$ cat src/rtl/req_stager.sv
// Request staging and service stage ahead of the 4-way priority selector: latches request
// pulses, offers them to the selector, and then holds each granted client for a fixed service window.
module req_stager #(
    parameter int REQ_W          = 4,
    parameter int SERVICE_CYCLES = 3,
    parameter int CNT_W          = 4
) (
    input  logic             clock,
    input  logic             reset,
    input  logic [REQ_W-1:0] req_in,
    input  logic [REQ_W-1:0] cancel_in,
    input  logic [REQ_W-1:0] sel_gnt,
    output logic [REQ_W-1:0] sel_req,
    output logic             sel_en,
    output logic             busy,
    output logic [REQ_W-1:0] serving,
    output logic [REQ_W-1:0] done,
    output logic             protocol_err
);

    typedef enum logic {
        IDLE  = 1'b0,
        SERVE = 1'b1
    } state_e;

    localparam logic [CNT_W-1:0] CNT_LOAD = CNT_W'(SERVICE_CYCLES - 1);

    state_e           state_q, state_d;
    logic [REQ_W-1:0] pend_q, pend_d;
    logic [REQ_W-1:0] serving_q, serving_d;
    logic [REQ_W-1:0] done_q, done_d;
    logic [CNT_W-1:0] cnt_q, cnt_d;
    logic             perr_q, perr_d;

    logic             offer;
    logic             gnt_onehot;
    logic             gnt_pending;
    logic             grant_ok;
    logic             last_cycle;
    logic [REQ_W-1:0] retire;

    assign offer       = (state_q == IDLE) && (pend_q != '0);
    assign gnt_onehot  = (sel_gnt != '0) && ((sel_gnt & (sel_gnt - REQ_W'(1))) == '0);
    assign gnt_pending = (sel_gnt & ~pend_q) == '0;
    assign grant_ok    = offer && gnt_onehot && gnt_pending;
    assign last_cycle  = (state_q == SERVE) && (cnt_q == '0);
    assign retire      = last_cycle ? serving_q : '0;

    // Set beats cancel and retire; the client in service is immune to cancel.
    assign pend_d = (pend_q & ~(cancel_in & ~serving_q) & ~retire) | req_in;

    always_comb begin
        // NOTE: every signal written here gets a default first, so no path can infer a latch.
        state_d   = state_q;
        serving_d = serving_q;
        cnt_d     = cnt_q;
        done_d    = '0;
        perr_d    = 1'b0;

        unique case (state_q)
            IDLE: begin
                if (grant_ok) begin
                    state_d   = SERVE;
                    serving_d = sel_gnt;
                    cnt_d     = CNT_LOAD;
                end else if (offer && (sel_gnt != '0)) begin
                    perr_d = 1'b1;
                end
            end
            SERVE: begin
                if (last_cycle) begin
                    state_d   = IDLE;
                    done_d    = serving_q;
                    serving_d = '0;
                end else begin
                    cnt_d = cnt_q - CNT_W'(1);
                end
            end
            default: state_d = IDLE;
        endcase
    end

    always_ff @(posedge clock) begin
        // NOTE: non-blocking assignments so every register samples pre-edge values.
        if (reset) begin
            state_q   <= IDLE;
            pend_q    <= '0;
            serving_q <= '0;
            done_q    <= '0;
            cnt_q     <= '0;
            perr_q    <= 1'b0;
        end else begin
            state_q   <= state_d;
            pend_q    <= pend_d;
            serving_q <= serving_d;
            done_q    <= done_d;
            cnt_q     <= cnt_d;
            perr_q    <= perr_d;
        end
    end

    assign sel_req      = pend_q;
    assign sel_en       = offer;
    assign busy         = (state_q == SERVE);
    assign serving      = serving_q;
    assign done         = done_q;
    assign protocol_err = perr_q;

endmodule

$ cat config.mk
export PLATFORM = sky130hd
export DESIGN_NAME = req_stager
export DESIGN_NICKNAME = d
export VERILOG_FILES = /design/src/rtl/req_stager.sv
export SDC_FILE = /design/constraint.sdc
export NUM_CORES = 1
export LEC_CHECK = 0
export CAP_MARGIN = 30
export CORE_ASPECT_RATIO = 1.4
export CORE_MARGIN = 5
export CORE_UTILIZATION = 47
export CTS_BUF_LIST = sky130_fd_sc_hd__clkbuf_2 sky130_fd_sc_hd__clkbuf_4 sky130_fd_sc_hd__clkbuf_8
export DETAILED_ROUTE_END_ITERATION = 6
export MAX_ROUTING_LAYER = met4
export PLACE_DENSITY = 0.92
export SLEW_MARGIN = 20
export SYNTH_ARGS = -nofsm -noshare
export SYNTH_HDL_FRONTEND = slang
export SYNTH_SLANG_ARGS = --single-unit
export TNS_END_PERCENT = 30
$ cat constraint.sdc
create_clock -name clock -period 2 [get_ports clock]
set_input_delay 0.6 -clock clock [delete_from_list [all_inputs] [get_ports clock]]
set_output_delay 0.6 -clock clock [all_outputs]
set_load 0.02 [all_outputs]
## Word-level counts from Yosys, hierarchy flattened

Cells that the tools add are included.

- Register bits: 18
- Input bits: 14
- Output and inout bits: 15
- Logic and storage cells: 48

- Add/sub/neg operators: 2
- Equal/unequal tests: 3
- Multiplexer cells: 11
- Bitwise gates (word level): 11
- Reduce and logical (&&, ||, !) cells: 15

Operators by type and width:

| kind | number |
|---|---|
| AND 4 bit | 5 |
| two-way mux 4 bit | 5 |
| inverter 4 bit | 4 |
| one-hot mux 4 bit (2 select lines) | 2 |
| logical NOT 4 bit | 3 |
| nonzero test 4 bit | 2 |
| subtractor 4 x 1 -> 4 bit, second input constant | 2 |
| logical AND 1 bit | 6 |
| inequality test 2 bit, second input constant | 2 |
| bitwise OR 4 bit | 1 |
| AND reduction 2 bit | 2 |
| two-way mux 1 bit | 3 |
| OR reduction 3 bit | 1 |
| inequality test 2 x 1 -> 1 bit, second input constant | 1 |
| one-hot mux 1 bit (2 select lines) | 1 |
| OR reduction 2 bit | 1 |
| inverter 1 bit | 1 |

## Depth between registers and ports, before layout

- Depth in word-level cells: 8
- Gate-level depth with buffers: 6
- Depth with buffers taken out: 6

## Worst setup path after synthesis

No wires, ideal clock.

- Path kind: reg-to-output
- Start: register pend_q[2], in the netlist sel_req[2]
- End: output sel_en
- Data arrival time: 1.026 ns
- Required time: 1.400 ns
- Path slack: 0.374 ns
- Stages on the path, launching flop included: 3
- Path buffers: 0
- Cells stage by stage: dfxtp_1 o41ai_4 inv_2

- Word-level cells in the longest chain between the ends: 2

RTL lines:

| item | RTL line | RTL |
|---|---|---|
| start, declared | 29 | `logic [REQ_W-1:0] pend_q, pend_d;` |
| start signal, assigned | 94 | `pend_q <= pend_d;` |
| nonzero test 4 bit | 42 | `assign offer = (state_q == IDLE) && (pend_q != '0);` |
| logical AND 1 bit | 42 |  |
| end, declared | 14 | `output logic sel_en,` |

Every way passes these cells.

## Worst setup path in the final report

- Start: input sel_gnt[0]
- End: register serving_q[0], in the netlist serving[0]

- Word-level cells in the longest chain between the ends: 8
- Elaborated cells between the ends (all ways): 13
- Those cells by class: 1 x add/sub; 1 x eq/ne; 2 x mux; 2 x bitwise; 7 x reduce/logical

RTL lines:

| item | RTL line | RTL |
|---|---|---|
| start, declared | 12 | `input logic [REQ_W-1:0] sel_gnt,` |
| subtractor 4 x 1 -> 4 bit | 43 | `assign gnt_onehot = (sel_gnt != '0) && ((sel_gnt & (sel_gnt - REQ_W'(1))) == '0);` |
| AND 4 bit | 43 |  |
| logical NOT 4 bit | 43 |  |
| logical AND 1 bit | 43 |  |
| logical AND 1 bit (2 in series) | 45 | `assign grant_ok = offer && gnt_onehot && gnt_pending;` |
| inequality test 2 bit (no line) | -- |  |
| AND reduction 2 bit (no line) | -- |  |
| end signal, assigned | 95 | `serving_q <= serving_d;` |
| end, declared | 30 | `logic [REQ_W-1:0] serving_q, serving_d;` |

Several ways; a longest one is shown, not always the timed one. The select of a mux whose other input is x is not followed.
A chain may end at the register's enable or synchronous reset.

==> impl_metrics.tcl <==
set metrics [dict create \
    clock-sinks 18 \
    avgViaCountPerCell 5.44 \
    grt_antenna_before_repair 0 \
    postCtsSetupBuffers 0 \
    dieArea_um2 2940 \
    dp_hpwl_um 1770 \
    die_w_um 47.3 \
    vias 854 \
    finalMaxSlewViolations 0 \
    grt-ovfl-total 0 \
    p_int_w 0.000527 \
    drt-pass1-iter-count 4 \
    yosysSeqAreaShare_pct 39.5 \
    final_layout_size_suffix_gt1_share_pct 20.6 \
    synthTopCellsByArea "dfxtp_1, mux2i_1, nand2b_1" \
    ys_async_sr_fraction_pct 0 \
    worstSkewPairLatency_ps 290 \
    rows 19 \
    cts_made_buffers 3 \
    p_per_area_nw_per_um2 542 \
    ff_latch_area_um2 362 \
    grt_max_degree 22 \
    hold_path_depth 1 \
    synth_seq_cells 18 \
    drt_wl_total_um 2330 \
    max_freq_mhz 518 \
    synth_nets 110 \
    syn_inst 95 \
    fin_crit_sh_pct 96.6 \
    peakVddDrop_uv 502 \
    io_buffers 28 \
    synth_top_cell_by_area "dfxtp_1" \
    worstPathArrival_ps 2150 \
    cts.root.buffer_cell "clkbuf_4" \
    synth-edff-count 0 \
    synth_adder_area_share_pct 1.37 \
    final_antenna_net_count 0 \
    yosys_warnings 0 \
    synth-simple-area-share_pct 22.7 \
    synth_compound_area_share_pct 23.6 \
    muxShareOfSynthArea_pct 8.77 \
    p_sw_share_pct 27.1 \
    ys.flop_type "dfxtp_1" \
    syn_area_um2 913 \
    min_period_ps 1930 \
    top_level_ports 29 \
    grt_use_total_pct 17.7 \
    final_area_um2 1330 \
    grt_pass1_vias 910 \
    synth_cell_type_count 32 \
    fin_util_pct 70.1 \
    setup_violations 0 \
    crit_required_ps 2220 \
    n_antenna_cell 0 \
    avgSynthCellArea_um2 9.61 \
    min_path_type "reg -> reg" \
    drt_first_iter_violations 12 \
    p_leak_nw 0.546 \
    cts_tree "yes" \
    coreArea_um2 1900 \
    critical_path_class "in -> reg" \
    dpl_cell_area_um2 1320 \
    yosys.cell_count.top_type "dfxtp_1" \
    maxSlewHeadroom_pct 73.8 \
    fin_skew_ps 1.63 \
    clkPwrFrac_pct 24.9 \
    comb_power_share_pct 22.4 \
    seqPwrFrac_pct 52.8 \
    critPathCaptureType "flop" \
    drc 0 \
    fill_cells 153 \
    grt_pass1_wl_um 3820 \
    synth_xor_area_share_pct 0 \
    maxCapViolCount 0 \
    outcome "complete, no violations" \
    tightest_slew_ps 392 \
    worstRegToRegCells 5 \
    multi_input_area_um2 518 \
    power_switching_w 0.000196 \
    final_nets 153 \
    synth.top_cell.area_share_pct 39.5 \
    cp-start-kind "input port" \
    area_growth_pct 46.0 \
    cp_max_fo 5 \
    htreeDepth 1 \
    place.gp.congestion 0.826 \
    wire_per_inst_um 14.9 \
    total_power_w 0.000723 \
    clk_path_buf_depth 2 \
    die_y_um 62.2 \
    hold_viol 0 \
    rsz0062_at_grt "no" \
    clkSlewWorstSetupHoldPaths_ps 100 \
    cts_hold_buf 0 \
    start_util_pct 48.0 \
    synth_top_family_by_area "compound AO/OA/AOI/OAI gates" \
    synth.top_cells.by_count "dfxtp_1, a21oi_1, mux2i_1, nor2_1, nand2b_1" \
]
==> power by group through the flow <==
stage,combinational [W],sequential (W),clock (W)
CTS,0.000162,0.000381,0.000185
finish,0.000162,0.000381,0.000180
floorplan,0.0000605,0.000402,0
global route,0.000174,0.000383,0.000204
detailed placement,0.000165,0.000389,0
global placement,0.000162,0.000388,0
==> registers in the layout, summed over array words and instances (netlist names) <==
name	flops
busy	1
protocol_err	1
cnt_q	4
done	4
sel_req	4
serving	4
==> logic make-up (layout without fill, tap and decap cells) <==
| group | after synthesis | count (layout) |
|---|---|---|
| AO/OA/AOI/OAI | 25 | 25 |
| adder cells (fa/ha/maj) | 1 | 1 |
| buffers and inverters | 10 | 51 |
| flip-flops | 18 | 18 |
| multiplexers | 8 | 8 |
| AND/OR/NAND/NOR | 33 | 33 |
==> routing by layer <==
layer,routed length (µm),GRT usage [%]
met2,1230,28.9
met5,0,-
met4,52,7.61
met1,949,20.0
met3,98,3.18
==> area by class of cell <==
class | instances | area share, %
sequential | 18 | 27.1
timing repair buffer | 40 | 28.1
clock buffer | 3 | 1.69
inverter | 8 | 2.25
tap | 21 | 1.97
multi-input combinational | 67 | 38.8
==> metrics by stage <==
| stage | TNS (ps) | cells | setup slack [ps] | hold WS (ps) |
|---|---|---|---|---|
| 3_5_place_dp | -1240 | 154 | -208 | 518 |
| 3_3_place_gp | -676 | 154 | -118 | 504 |
| 5_1_grt | 0 | 157 | 4.59 | 551 |
| 6_report | 0 | 157 | 68.7 | 531 |
| 4_1_cts | 0 | 157 | 6.67 | 531 |
| 2_1_floorplan | 0 | 95 | 374 | 511 |
==> path summary, 6_finish.rpt <==
check	from	end	slack, ps
setup / recovery	sel_gnt[0]	serving[0]	70
hold / removal	serving[2]	done[2]	530
hold reg to reg	serving[2]	done[2]	530
setup reg to reg	sel_req[0]	serving[0]	420
==> critical path, stage by stage <==
cell,delay (ps)
clkdlybuf4s50_1,560
and3b_1,210
o21ai_2,100
a211oi_4,430
mux2i_1,250
==> cell usage in the layout (no fill, tap or decap), drive strengths merged, types with 2 or more instances in the layout <==
cell type	count
a211o	2
a211oi	2
a21oi	8
and2	4
and3b	2
buf	13
clkbuf	3
clkdlybuf4s50	22
dfxtp	18
dlygate4sd2	4
inv	8
mux2i	8
nand2b	7
nand3	2
nand3b	4
nor2	8
nor3	3
o21a	2
o21ai	4
o41ai	2
==> what timing repair did <==
action | CTS | global route
pin swaps | 1 | 1
gates cloned | 0 | 0
gates resized for setup | 8 | 3
setup endpoints to repair | 6 | 6
(Power assumes the default switching activity.)
